===== src/rtl/sprite_draw_controller.sv =====
// Frame-update sequencer: walks the background ROM and then the sprite ROM, and emits
// one VGA plot per cycle. After the draw it holds until the next frame tick.
module sprite_draw_controller #(
  parameter int         SCREEN_W    = 160,
  parameter int         SCREEN_H    = 120,
  parameter int         SPRITE_W    = 40,
  parameter int         SPRITE_H    = 40,
  parameter logic [2:0] TRANSPARENT = 3'b000
) (
  input  logic        clk,
  input  logic        drawControllerReset,
  input  logic        start,
  input  logic        drawBackground,
  input  logic [7:0]  spriteX,
  input  logic [6:0]  spriteY,
  input  logic        frameTick,
  input  logic [2:0]  screenData,
  input  logic [2:0]  spriteData,
  output logic [14:0] screenAddr,
  output logic [10:0] spriteAddr,
  output logic [7:0]  plotX,
  output logic [6:0]  plotY,
  output logic [2:0]  colour,
  output logic        plot,
  output logic        busy,
  output logic        done
);

  localparam int         SCREEN_PIX = SCREEN_W * SCREEN_H;
  localparam int         SPRITE_PIX = SPRITE_W * SPRITE_H;
  localparam logic [7:0] MAX_X      = 8'(SCREEN_W - SPRITE_W);
  localparam logic [6:0] MAX_Y      = 7'(SCREEN_H - SPRITE_H);

  typedef enum logic [2:0] {S_IDLE, S_BG, S_SPRITE, S_FLUSH, S_HOLD} state_t;

  state_t      r_state, w_state_next;
  logic [14:0] r_screen_addr;
  logic [10:0] r_sprite_addr;
  logic [7:0]  r_bx;
  logic [6:0]  r_by;
  logic [5:0]  r_sx, r_sy;
  logic [7:0]  r_pos_x;
  logic [6:0]  r_pos_y;
  logic        r_pix_valid, r_pix_sprite;
  logic [7:0]  r_plot_x;
  logic [6:0]  r_plot_y;
  logic        r_done;

  logic        w_last_bg, w_last_spr;
  logic [7:0]  w_clamp_x;
  logic [6:0]  w_clamp_y;

  assign w_last_bg  = (r_screen_addr == 15'(SCREEN_PIX - 1));
  assign w_last_spr = (r_sprite_addr == 11'(SPRITE_PIX - 1));
  assign w_clamp_x  = (spriteX > MAX_X) ? MAX_X : spriteX;
  assign w_clamp_y  = (spriteY > MAX_Y) ? MAX_Y : spriteY;

  always_comb begin
    w_state_next = r_state;
    case (r_state)
      S_IDLE:   if (start) w_state_next = drawBackground ? S_BG : S_SPRITE;
      S_BG:     if (w_last_bg) w_state_next = S_SPRITE;
      S_SPRITE: if (w_last_spr) w_state_next = S_FLUSH;
      S_FLUSH:  w_state_next = S_HOLD;
      S_HOLD:   if (frameTick) w_state_next = S_IDLE;
      default:  w_state_next = S_IDLE;
    endcase
  end

  always_ff @(posedge clk or negedge drawControllerReset) begin
    if (!drawControllerReset) r_state <= S_IDLE;
    else                      r_state <= w_state_next;
  end

  always_ff @(posedge clk or negedge drawControllerReset) begin
    if (!drawControllerReset) begin
      r_screen_addr <= '0;
      r_sprite_addr <= '0;
      r_bx          <= '0;
      r_by          <= '0;
      r_sx          <= '0;
      r_sy          <= '0;
      r_pos_x       <= '0;
      r_pos_y       <= '0;
      r_pix_valid   <= 1'b0;
      r_pix_sprite  <= 1'b0;
      r_plot_x      <= '0;
      r_plot_y      <= '0;
      r_done        <= 1'b0;
    end else begin
      r_done <= (r_state == S_HOLD) && frameTick;

      if (r_state == S_IDLE && start) begin
        r_pos_x <= w_clamp_x;
        r_pos_y <= w_clamp_y;
      end

      // Address and coordinate counters advance in lockstep; no multiplier needed.
      if (r_state == S_BG) begin
        if (w_last_bg) begin
          r_screen_addr <= '0;
          r_bx          <= '0;
          r_by          <= '0;
        end else begin
          r_screen_addr <= r_screen_addr + 15'd1;
          if (r_bx == 8'(SCREEN_W - 1)) begin
            r_bx <= '0;
            r_by <= r_by + 7'd1;
          end else begin
            r_bx <= r_bx + 8'd1;
          end
        end
      end

      if (r_state == S_SPRITE) begin
        if (w_last_spr) begin
          r_sprite_addr <= '0;
          r_sx          <= '0;
          r_sy          <= '0;
        end else begin
          r_sprite_addr <= r_sprite_addr + 11'd1;
          if (r_sx == 6'(SPRITE_W - 1)) begin
            r_sx <= '0;
            r_sy <= r_sy + 6'd1;
          end else begin
            r_sx <= r_sx + 6'd1;
          end
        end
      end

      r_pix_valid  <= (r_state == S_BG) || (r_state == S_SPRITE);
      r_pix_sprite <= (r_state == S_SPRITE);
      if (r_state == S_BG) begin
        r_plot_x <= r_bx;
        r_plot_y <= r_by;
      end else if (r_state == S_SPRITE) begin
        r_plot_x <= r_pos_x + {2'b00, r_sx};
        r_plot_y <= r_pos_y + {1'b0, r_sy};
      end else begin
        r_plot_x <= '0;
        r_plot_y <= '0;
      end
    end
  end

  // ROM data arrives in the pixel's own cycle, so colour/plot are gated combinationally.
  assign colour     = !r_pix_valid ? 3'b000 : (r_pix_sprite ? spriteData : screenData);
  assign plot       = r_pix_valid && (!r_pix_sprite || (spriteData != TRANSPARENT));
  assign screenAddr = r_screen_addr;
  assign spriteAddr = r_sprite_addr;
  assign plotX      = r_plot_x;
  assign plotY      = r_plot_y;
  assign busy       = (r_state != S_IDLE);
  assign done       = r_done;

endmodule


===== config.mk =====
export PLATFORM = sky130hd
export DESIGN_NAME = sprite_draw_controller
export DESIGN_NICKNAME = d
export VERILOG_FILES = /design/src/rtl/sprite_draw_controller.sv
export SDC_FILE = /design/constraint.sdc
export NUM_CORES = 1
export LEC_CHECK = 0
export CAP_MARGIN = 5
export CELL_PAD_IN_SITES_DETAIL_PLACEMENT = 0
export CELL_PAD_IN_SITES_GLOBAL_PLACEMENT = 1
export CORE_ASPECT_RATIO = 2
export CORE_MARGIN = 2
export CORE_UTILIZATION = 38
export CTS_CLUSTER_SIZE = 24
export DETAILED_ROUTE_END_ITERATION = 10
export PLACE_DENSITY_LB_ADDON = 0.1
export SYNTH_ARGS = -nofsm -noshare
export SYNTH_HDL_FRONTEND = slang
export SYNTH_SLANG_ARGS = --single-unit

===== constraint.sdc =====
create_clock -name clk -period 1.8 [get_ports clk]
set_input_delay 0.27 -clock clk [delete_from_list [all_inputs] [get_ports clk]]
set_output_delay 0.27 -clock clk [all_outputs]
set_load 0.02 [all_outputs]

==> metrics.md <==
| Metric | Value |
|---|---|
| Status | complete, but fails checks |
| Failing checks | negative setup slack |
| Peak supply drop | 0.862 mV |
| Die area | 13200 sq um |
| Min Tclk post-route | 1810 ps |
| Leak Pwr | 3.00 nW |
| Worst path cell trace | nand4bb_4 > nor4_4 > buf_4 > a31oi_4 > or4_4 > a21oi_2 |
| Final worst setup slack | -13.2 ps |
| Initial core utilization | 0.385 |
| Final GP Congestion | 0.838 |
| Post-synth EDFFs | 0 |
| Synthesized area per cell | 10.1 sq um |
| Met3 routed WL | 270 um |
| First-pass GRT wire length | 21600 um |
| Area grow syn2layout | 45.4% |
| Area leader, netlist | dfrtp_1 |
| Final HPWL DP | 10200 um |
| Peak Freq | 0.552 GHz |
| DR vias/cell | 5.31 |
| Rel. slew slack | 0.615 |
| Core ar. | 12100 sq um |
| DIE HEIGHT | 160 um |
| Worst EP arrival | 2090 ps |
| Largest net degree at the start of global routing | 38 |
| Synth top area share | 0.480 |
| Final Util | 0.560 |
| Cell area after synthesis | 4640 sq um |
| Clk sinks | 89 |
| Remaining Overflow, GRT | 0 |
| Wire per inst | 17.5 um |
| Final Setup Violations | 1 |
| Drt total wl | 13600 um |
| Hold Fails Final Rpt | 0 |
| Die extent in x | 82.2 um |
| # DRC | 0 |
| Number of diodes | 0 |
| Most numerous cell in the Yosys netlist | dfrtp_1 |
| Clock root buffer master | clkbuf_16 |
| Ports | 73 |
| Total track usage | 0.218 |
| Latest clock arrival within the worst-skew pair | 350 ps |
| CP max stage cell | or4_4 |
| H-tree levels | 3 |
| Post-DRT Antenna Nets | 0 |
| Final Slew Violations | 0 |
| Yosys reg bits | 89 |
| CP endpoint kind | flop |
| Post-synthesis compound-gate area fraction | 0.165 |
| First-pass detailed-route iteration total | 4 |
| Unique masters post-synth | 60 |
| Post-synthesis sequential area ratio | 0.480 |
| Final Cell Area | 6750 sq um |
| Cells after synthesis | 461 |
| CP Class | reg2reg |
| CTS clk-pin slew, worst paths | 80 ps |
| Clock buffer depth | 2 |
| Main combinational cell family by area after synthesis | simple AND/OR/NAND/NOR gates |
| Most instantiated cells after synthesis | 89 x dfrtp_1, 50 x nand2_1, 44 x o21ai_0 |
| WL met2 | 8090 um |
| Initial DRC Count | 134 |
| CTS buffer count | 9 |
| Ys async rst share | 1.00 |
| Unrepaired setup endpoints after global routing | true |
| Post-synthesis mux area share | 0.0248 |
| Syn nets | 507 |
| Nets | 673 |
| Post-route met1 wirelength | 4980 um |
| Startpoint types | flop |
| Antenna violations before repair | 0 |
| Adder-Cell Fraction of Synth Area | 0.0571 |
| Req. time, crit path | 2080 ps |
| Via Count | 4137 |
| Port-buffer cells | 72 |
| Yosys warnings | 0 |
| Synth area leaders | dfrtp_1 48%, ha_1 4.9%, o21ai_0 4.7%, nand2_1 4.0%, a22o_1 3.0% |
| Most common flop cell mapped by yosys | dfrtp_1 |
| Post-DP Area | 6140 sq um |
| MaxCap Viol Count | 0 |
| Min-delay worst type | in2async |
| Critical path fanouts, max | 5 |
| Fin crit share | 1.01 |
| Synth Area in Simple Gates | 0.191 |
| Xor and xnor area share after synthesis | 0.0509 |
| Std-Cell Rows | 57 |
| Vias in the first global route | 4366 |
| Power Dens Cells | 1360 nW/um^2 |
| Final setup skew | 11.5 ps |
| CTS tree | yes |
| Worst Tran Pin Value | 577 ps |
| DR top layer | met4 |
| DP Worst Slack | -117 ps |
| Slowest stage delay, CP | 510 ps |
| Share of layout cells above drive strength 1 | 0.291 |
per-layer routing:
layer / global-route usage / up-vias
met5: 0 / -
met4: 0.0856 / 0
met3: 0.0270 / 16
met1: 0.230 / 2046
li1: - / 2008
met2: 0.415 / 67
power by group:
group | switching (mW) | internal (mW) | leakage [nW] | total [mW]
Sequential | 0.348 | 2.50 | 1.16 | 2.85
Combinational | 2.29 | 2.25 | 1.70 | 4.55
Clock | 0.857 | 0.949 | 0.137 | 1.81
path summary, 6_finish.rpt:
check | depth (start not counted) | to | slack [ps] | start
hold / removal | 2 | spriteAddr[1] | 450 | drawControllerReset
setup / recovery | 6 | r_by[5] | -10 | screenAddr[8]
setup reg to reg | 6 | r_by[5] | -10 | screenAddr[8]
min in group clk | 3 | r_pos_y[4] | 500 | spriteY[4]
hold reg to reg | 1 | r_pos_x[7] | 510 | r_pos_x[7]
max in group asynchronous | 3 | spriteAddr[8] | 760 | drawControllerReset
kinds of logic (layout without fill, tap and decap cells):
logic type / after synthesis / after routing
buf+inv: 31 / 201
compound gates: 117 / 118
mux: 11 / 11
simple gates: 166 / 166
xor+xnor: 27 / 27
fa+ha+maj: 20 / 20
flops: 89 / 89
final cells by class:
class | instances | area, sq um
fill | 1108 | 5300
multi-input combinational | 342 | 2480
sequential | 89 | 2240
timing repair buffer | 171 | 1510
clock buffer | 9 | 225
tap | 147 | 184
clock inverter | 7 | 52.6
inverter | 14 | 52.6
registers in the layout, indices dropped and copies added (netlist names):
register and count:
screenAddr 15, spriteAddr 11, plotX 8, r_bx 8
r_pos_x 8, plotY 7, r_by 7, r_pos_y 7
r_sx 6, r_sy 6, r_state 3, done 1
r_pix_sprite 1, r_pix_valid 1
worst max-delay path: cells and delay by family, from the launching register on:
family	cells	cell delay [ps]
compound gates	2	270
buf+inv	1	190
flops	1	400
simple gates	3	890
cell usage in the layout, fill, tap and decap left out, types with 14 or more instances in the layout:
master / Yosys / layout
nand2_1: 50 / 48
a22o_1: 16 / 16
clkdlybuf4s50_1: 0 / 64
nor2_1: 35 / 32
dfrtp_1: 89 / 79
ha_1: 18 / 14
nand3_1: 16 / 15
xnor2_1: 16 / 16
buf_4: 0 / 89
o21ai_0: 44 / 34
stage by stage:
stage	std cells	hold slack (ps)	TNS [ps]	total power [mW]
after global placement	750	294	-485	6.97
final	779	449	-13.2	9.21
after CTS	775	468	-49.5	9.03
after global routing	779	505	-460	9.80
after detailed placement	750	303	-881	7.04
after floorplan	461	-25.6	-85.9	4.96
what timing repair did:
action / 4_1_cts / 5_1_grt
gates resized for setup: 26 / 47
endpoints found under the setup margin: 25 / 34
endpoints found under the hold margin: 35 / 0
hold buffers: 1 / 0
pin swaps: 12 / 26
gates cloned: 1 / 0
setup buffers: 7 / 5
Note: power is estimated with default switching activity, not from simulation.
